[config.mk]
export PLATFORM = sky130hd
export DESIGN_NAME = lc3_mem_responder
export DESIGN_NICKNAME = d
export VERILOG_FILES = /design/src/rtl/lc3_mem_responder.sv
export SDC_FILE = /design/constraint.sdc
export NUM_CORES = 2
export LEC_CHECK = 0
export BUFFER_PORTS_ARGS = -buffer_cell sky130_fd_sc_hd__buf_2
export CAP_MARGIN = 25
export CORE_AREA = 4 4 598 600
export CTS_BUF_LIST = sky130_fd_sc_hd__clkbuf_8
export DETAILED_ROUTE_END_ITERATION = 12
export DIE_AREA = 0 0 602 604
export SYNTH_ARGS = -nofsm -noshare
export SYNTH_HDL_FRONTEND = slang
export SYNTH_SLANG_ARGS = --single-unit
[constraint.sdc]
create_clock -name Clk -period 4.3 [get_ports Clk]
set_clock_uncertainty 0.1 [all_clocks]
set_input_delay 0 -clock Clk [delete_from_list [all_inputs] [get_ports Clk]]
set_output_delay 0 -clock Clk [all_outputs]
set_load 0.005 [all_outputs]
[src/rtl/lc3_mem_responder.sv]
// lc3_mem_responder: LC-3 MAR/MDR memory responder with wait states and memory-mapped switch/hex I/O
// Optional address range checking with ERR output is enabled by defining LC3_MEM_ADDR_CHECK_EN.
module lc3_mem_responder #(
  parameter int          MEM_DEPTH   = 256,
  parameter int          WAIT_STATES = 2,
  parameter logic [15:0] IO_ADDR     = 16'hFFFF
) (
  input  logic        Clk,
  input  logic        Reset_n,
  input  logic        MEM_EN,
  input  logic        WE,
  input  logic [15:0] ADDR,
  input  logic [15:0] DATA_IN,
  input  logic [15:0] SW,
  output logic [15:0] DATA_OUT,
  output logic        R,
  output logic [15:0] HEX_OUT
`ifdef LC3_MEM_ADDR_CHECK_EN
  ,
  output logic        ERR
`endif
);
  localparam int AW = $clog2(MEM_DEPTH);
  typedef enum logic [1:0] {IDLE, WAIT, DONE, HOLD} state_t;
  state_t      state;
  logic [3:0]  cnt;
  logic [15:0] addr_q, din_q;
  logic        we_q, io, oor;
  logic [15:0] ram [MEM_DEPTH];
  assign io = addr_q == IO_ADDR;
`ifdef LC3_MEM_ADDR_CHECK_EN
  assign oor = !io && ((addr_q >> AW) != 16'd0);
`else
  assign oor = 1'b0;
`endif
  // R and read data register on the edge leaving DONE, so both appear together one cycle later
  always_ff @(posedge Clk or negedge Reset_n) begin
    if (!Reset_n) begin
      state    <= IDLE;
      cnt      <= 4'd0;
      addr_q   <= 16'd0;
      din_q    <= 16'd0;
      we_q     <= 1'b0;
      DATA_OUT <= 16'd0;
      R        <= 1'b0;
      HEX_OUT  <= 16'd0;
`ifdef LC3_MEM_ADDR_CHECK_EN
      ERR      <= 1'b0;
`endif
    end else begin
      R <= 1'b0;
`ifdef LC3_MEM_ADDR_CHECK_EN
      ERR <= 1'b0;
`endif
      case (state)
        IDLE: if (MEM_EN) begin
          addr_q <= ADDR;
          we_q   <= WE;
          din_q  <= DATA_IN;
          cnt    <= 4'(WAIT_STATES);
          state  <= (WAIT_STATES == 0) ? DONE : WAIT;
        end
        WAIT: begin
          cnt   <= cnt - 4'd1;
          state <= (cnt == 4'd1) ? DONE : WAIT;
        end
        DONE: begin
          R     <= 1'b1;
          state <= HOLD;
`ifdef LC3_MEM_ADDR_CHECK_EN
          ERR   <= oor;
`endif
          if (!we_q)
            DATA_OUT <= io ? SW : oor ? 16'd0 : ram[addr_q[AW-1:0]];
          else if (io)
            HEX_OUT <= din_q;
        end
        HOLD: state <= MEM_EN ? HOLD : IDLE;
        default: state <= IDLE;
      endcase
    end
  end
  always_ff @(posedge Clk)
    if (state == DONE && we_q && !io && !oor) ram[addr_q[AW-1:0]] <= din_q;
endmodule

# Word-level counts from Yosys, hierarchy flattened
# Memories as Yosys holds them, arrays and structs flattened.
# Cells that the tools add are included.
totals:
  register_bits: 72
  ram_bits: 4096
  inputBits: 52
  output_inout_bits: 33
  wordCells: 36
  n_memories: 1
classes:
  addsub: 1
  n_eq_ne: 6
  muxes: 10
  n_bitwise: 1
  reduce_logical: 9
mem_list:
  columns: ["memory", "words", "width", "read_ports", "rd_ports_with_merged_regs", "wr", "line", "source"]
  rows:
  - ["ram", 256, 16, 1, 0, 1, "29", "logic [15:0] ram [MEM_DEPTH];"]
ops:
  columns: ["operator", "n"]
  rows:
  - ["$eq 16x16->1 const B", 1]
  - ["$mux 16", 1]
  - ["$pmux 2 s4", 1]
  - ["$pmux 4 s2", 1]
  - ["$mux 2", 3]
  - ["$reduce_and 2->1", 3]
  - ["$eq 2x2->1 const B", 2]
  - ["$eq 4x1->1 const B", 1]
  - ["$mux 4", 1]
  - ["$sub 4x1->4 const B", 1]
  - ["$mux 1", 3]
  - ["$reduce_and 3->1", 1]
  - ["$eq 2x1->1 const B", 1]
  - ["$logic_and 1x1->1", 2]
  - ["$logic_not 2->1", 1]
  - ["$ne 2x2->1 const B", 1]
  - ["$reduce_bool 2->1", 1]
  - ["$logic_not 1->1", 1]
  - ["$not 1->1", 1]

# Longest topological paths before layout
logic_depth:
  ltp_word: 5
  mapped_depth: 11
  mapped_depth_nobuf: 6

# Worst setup path before layout
# Ideal clock, no wire load.
synth_timing:
  path_type: "reg2reg"
  from: "reg din_q[10]"
  to: "mem ram[0][10], data pin"
  setup_ns: 0.805
  t_arrival_ns: 3.192
  required_time_ns: 3.395
  slack_ns: 0.202
  stages_incl_launch_ff: 1
  path_buffers: 0
  synth_period_minus_slack_ns: 4.098
  path_cell_list: "dfrtp_1"
synth_lines:
  columns: ["element", "line", "source"]
  rows:
  - ["start, declared", "27", "logic [15:0] addr_q, din_q;"]
  - ["start signal, assigned", "42", "din_q <= 16'd0;"]
  - ["start signal, assigned", "59", "din_q <= DATA_IN;"]
  - ["end, declared", "29", null]
# No word-level cell before the write port.

# Worst setup path after layout
layout_timing:
  from: "reg addr_q[1]"
  to: "reg DATA_OUT[4]"
layout_via:
  elab_chain_cells: 2
  word_cells_on_any_way: 3
  classes_between: "eq/ne: 1; mux: 1; memory: 1"
layout_rtl:
  columns: ["element", "line", "source"]
  rows:
  - ["start, declared", "27", null]
  - ["start signal, assigned", "41", "addr_q <= 16'd0;"]
  - ["start signal, assigned", "57", "addr_q <= ADDR;"]
  - ["$mem_v2 256x16 or $eq 16x16->1 (tied branches)", null, null]
  - ["$mux 16 (*)", "74", "DATA_OUT <= io ? SW : oor ? 16'd0 : ram[addr_q[AW-1:0]];"]
  - ["end signal, assigned", "74", null]
  - ["end, declared", "15", "output logic [15:0] DATA_OUT,"]
# Every way passes the cells marked *; elsewhere a longest branch is shown, timed or not.
# A chain may end at the register's enable or synchronous reset.

==> reports/results.txt <==
status -> complete, no violations
max-cap viol count -> 0
Initial Util -> 44.90%
most frequent cells in the layout -> edfxtp_1 (4096), mux4_2 (1059), clkbuf_8 (689)
most common cell after layout, fill and taps aside -> edfxtp_1
# IOs -> 85
multi-input logic area -> 0.03183 mm2
Yosys top cell by area -> edfxtp_1
f_max -> 237.2 MHz
Die ar. -> 0.3636 mm2
Die Height -> 604 um
Yosys reg bits -> 4168
Yosys top cell area share -> 77.80%
Worst Path Max Fanout -> 27
core footprint -> 0.3521 mm2
syn_area_per_cell -> 23.03 um2
top_reg_cell synth -> edfxtp_1
Worst Path Class, Setup -> flip-flop to flip-flop
H-tree Lvls -> 6
GRT Residual Overflow -> 0
DRT Wirelength -> 436600 um
Hold Violations, Final -> 0
post-layout instance area -> 0.1831 mm2
LEAKAGE -> 58.41 nW
EDFF count, synth -> 4096
Num CTS Buffers -> 670
CTS tree -> yes
Fill cells -> 27270
Clock Sinks -> 4168
placed cell count -> 11980
Max clock buf depth -> 4
Clock Latency Late Sink -> 1210 ps
first-pass GRT wire length -> 616700 um
CTS clk-pin slew, worst paths -> 60 ps
syn_nets -> 6919
Yosys cell types -> 50
vias in the first global route -> 81180
Worst Setup End Kind -> flip-flop
relative slew slack -> 26.03%
unrepaired setup endpoints after global routing -> no
FP Rows -> 218
gpl congestion -> 0.8401
Gate Count Post-Synth -> 6865
Layout Cells excl Fill -> 13320
worst hold-check path type -> input pin to flip-flop
CP arrival -> 5200 ps
share of cells above drive strength 1 -> 32.85%
Vias/cell -> 5.967
routed len/inst -> 32.77 um
Post-DRT Antenna Nets -> 0
post-synthesis sequential area ratio -> 78.94%
initial antenna violation count -> 22
ranking of synthesized cells by area -> edfxtp_1 (78%), mux4_2 (15%), a22oi_1 (2.1%)
DRC violations left -> 0
Synth Warn # -> 0
period utilisation layout -> 98.03%
Slew Viols, Final -> 0
Setup WS post-layout -> 84.84 ps
# setup viols final -> 0
CTS Root Cell -> clkbuf_8
Sequential cell area -> 0.1249 mm2
Tmin final -> 4215 ps
Data required, critical path -> 5290 ps
Worst VDD drop -> 0.0007034 V
Min Hold Slack -> 190.4 ps
gr usage total -> 23.72%
vias -> 79490
1st-pass router iterations -> 7
final HPWL from detailed placement -> 260900 um
Syn Std Cell Area -> 0.1581 mm2
pre-CTS setup slack -> -257.4 ps
type of origin of the critical path -> flip-flop
Area growth, synth to finish -> 15.84%
largest net degree at the start of global routing -> 146
DP Area -> 0.1696 mm2
Worst-Margin Slew -> 1110 ps
Final nets -> 8116
PortBufs -> 84
Die X -> 602 um
asr flop ratio synth -> 1.727%
1st-iter DRT viols -> 9908
pwr/cell area -> 667.1 mW/mm2
## registers in the layout (all words and copies together) (netlist names)
register,flops
DATA_OUT,16
ram,4096
we_q,1
cnt,4
R,1
din_q,16
addr_q,16
state,2
HEX_OUT,16
## metal layers
metal	part of all wire (%)	vias up	GRT usage, %
met2	49	3746	37.92
met5	0.019	-	0
met4	4.3	12	9.482
met3	8.0	743	4.378
met1	39	42970	32.55
li1	-	32020	-
## cell families (layout without fill, tap and decap cells)
logic type | count (synthesis) | count (layout) | synth area share, %
flops | 4168 | 4168 | 78.94
mux | 1122 | 1122 | 15.53
simple gates | 388 | 388 | 0.9877
fa+ha+maj | 2 | 2 | 0.01583
compound gates | 765 | 765 | 3.344
buf+inv | 419 | 2132 | 1.179
other cells | 0 | 14 | 0
xor+xnor | 1 | 1 | 0.005541
## worst max-delay path: stages, from the launching register on
cell	delay (ps)
dfrtp_4	840
buf_12	300
buf_4	400
mux4_2	370
a22oi_1	380
a21oi_1	190
o41ai_2	940
a41oi_1	210
o22a_1	220
## layout make-up
class,count,share of cell area (%)
timing repair buffer,939,4.629
antenna,14,0.01913
inverter,5,0.01025
multi-input combinational,2278,17.38
sequential,4168,68.18
tap,4730,3.231
clock inverter,499,1.372
clock buffer,689,5.178
## cells in the mapped netlist (5+ instances only)
cell type	instances
nor2b_1	10
buf_6	12
mux2i_1	6
mux4_2	1059
a211oi_1	5
nor2_1	280
o21ai_0	6
buf_1	37
o41ai_1	52
dfrtp_1	72
a41oi_1	13
o22a_1	13
o22ai_1	5
nand3_1	6
buf_2	92
a22oi_1	436
nand2_1	71
mux2_2	53
edfxtp_1	4096
clkbuf_1	250
a21oi_1	216
buf_4	23
## what timing repair did
item | 4_1_cts | 5_1_grt
hold endpoints to repair | 127 | 0
resized for setup | 2 | 3
setup buffers | 0 | 3
hold buffers | 138 | 0
endpoints found under the setup margin | 2 | 4
## worst paths after layout
check	cells past startpoint	start	slack, ps	to
worst min-delay path	6	MEM_EN	190	state[0]$_DFFE_PN0P_
min in group asynchronous	5	Reset_n	360	din_q[3]$_DFFE_PN0P_
worst max register to register	8	addr_q[1]$_DFFE_PN0P_	80	DATA_OUT[4]$_DFFE_PN0P_
worst min register to register	1	HEX_OUT[10]$_DFFE_PN0P_	390	HEX_OUT[10]$_DFFE_PN0P_
worst max-delay path	8	addr_q[1]$_DFFE_PN0P_	80	DATA_OUT[4]$_DFFE_PN0P_
max in group asynchronous	5	Reset_n	3300	addr_q[3]$_DFFE_PN0P_
## stage by stage
stage	util, %	setup TNS (ps)	power, mW
floorplan	-	0	74.88
global route	52.00	0	126.7
CTS	51.96	0	123.0
global placement	48.13	-1336	91.11
detailed placement	48.15	-331.3	91.85
finish	52.01	0	122.2
## report_power, final
group | switching, mW | leakage, nW | internal (mW)
clock | 15.6 | 6.99 | 15.4
combinational | 23.8 | 13.6 | 14.5
sequential | 1.83 | 37.8 | 51.0
Note: power is estimated with default switching activity, not from simulation.
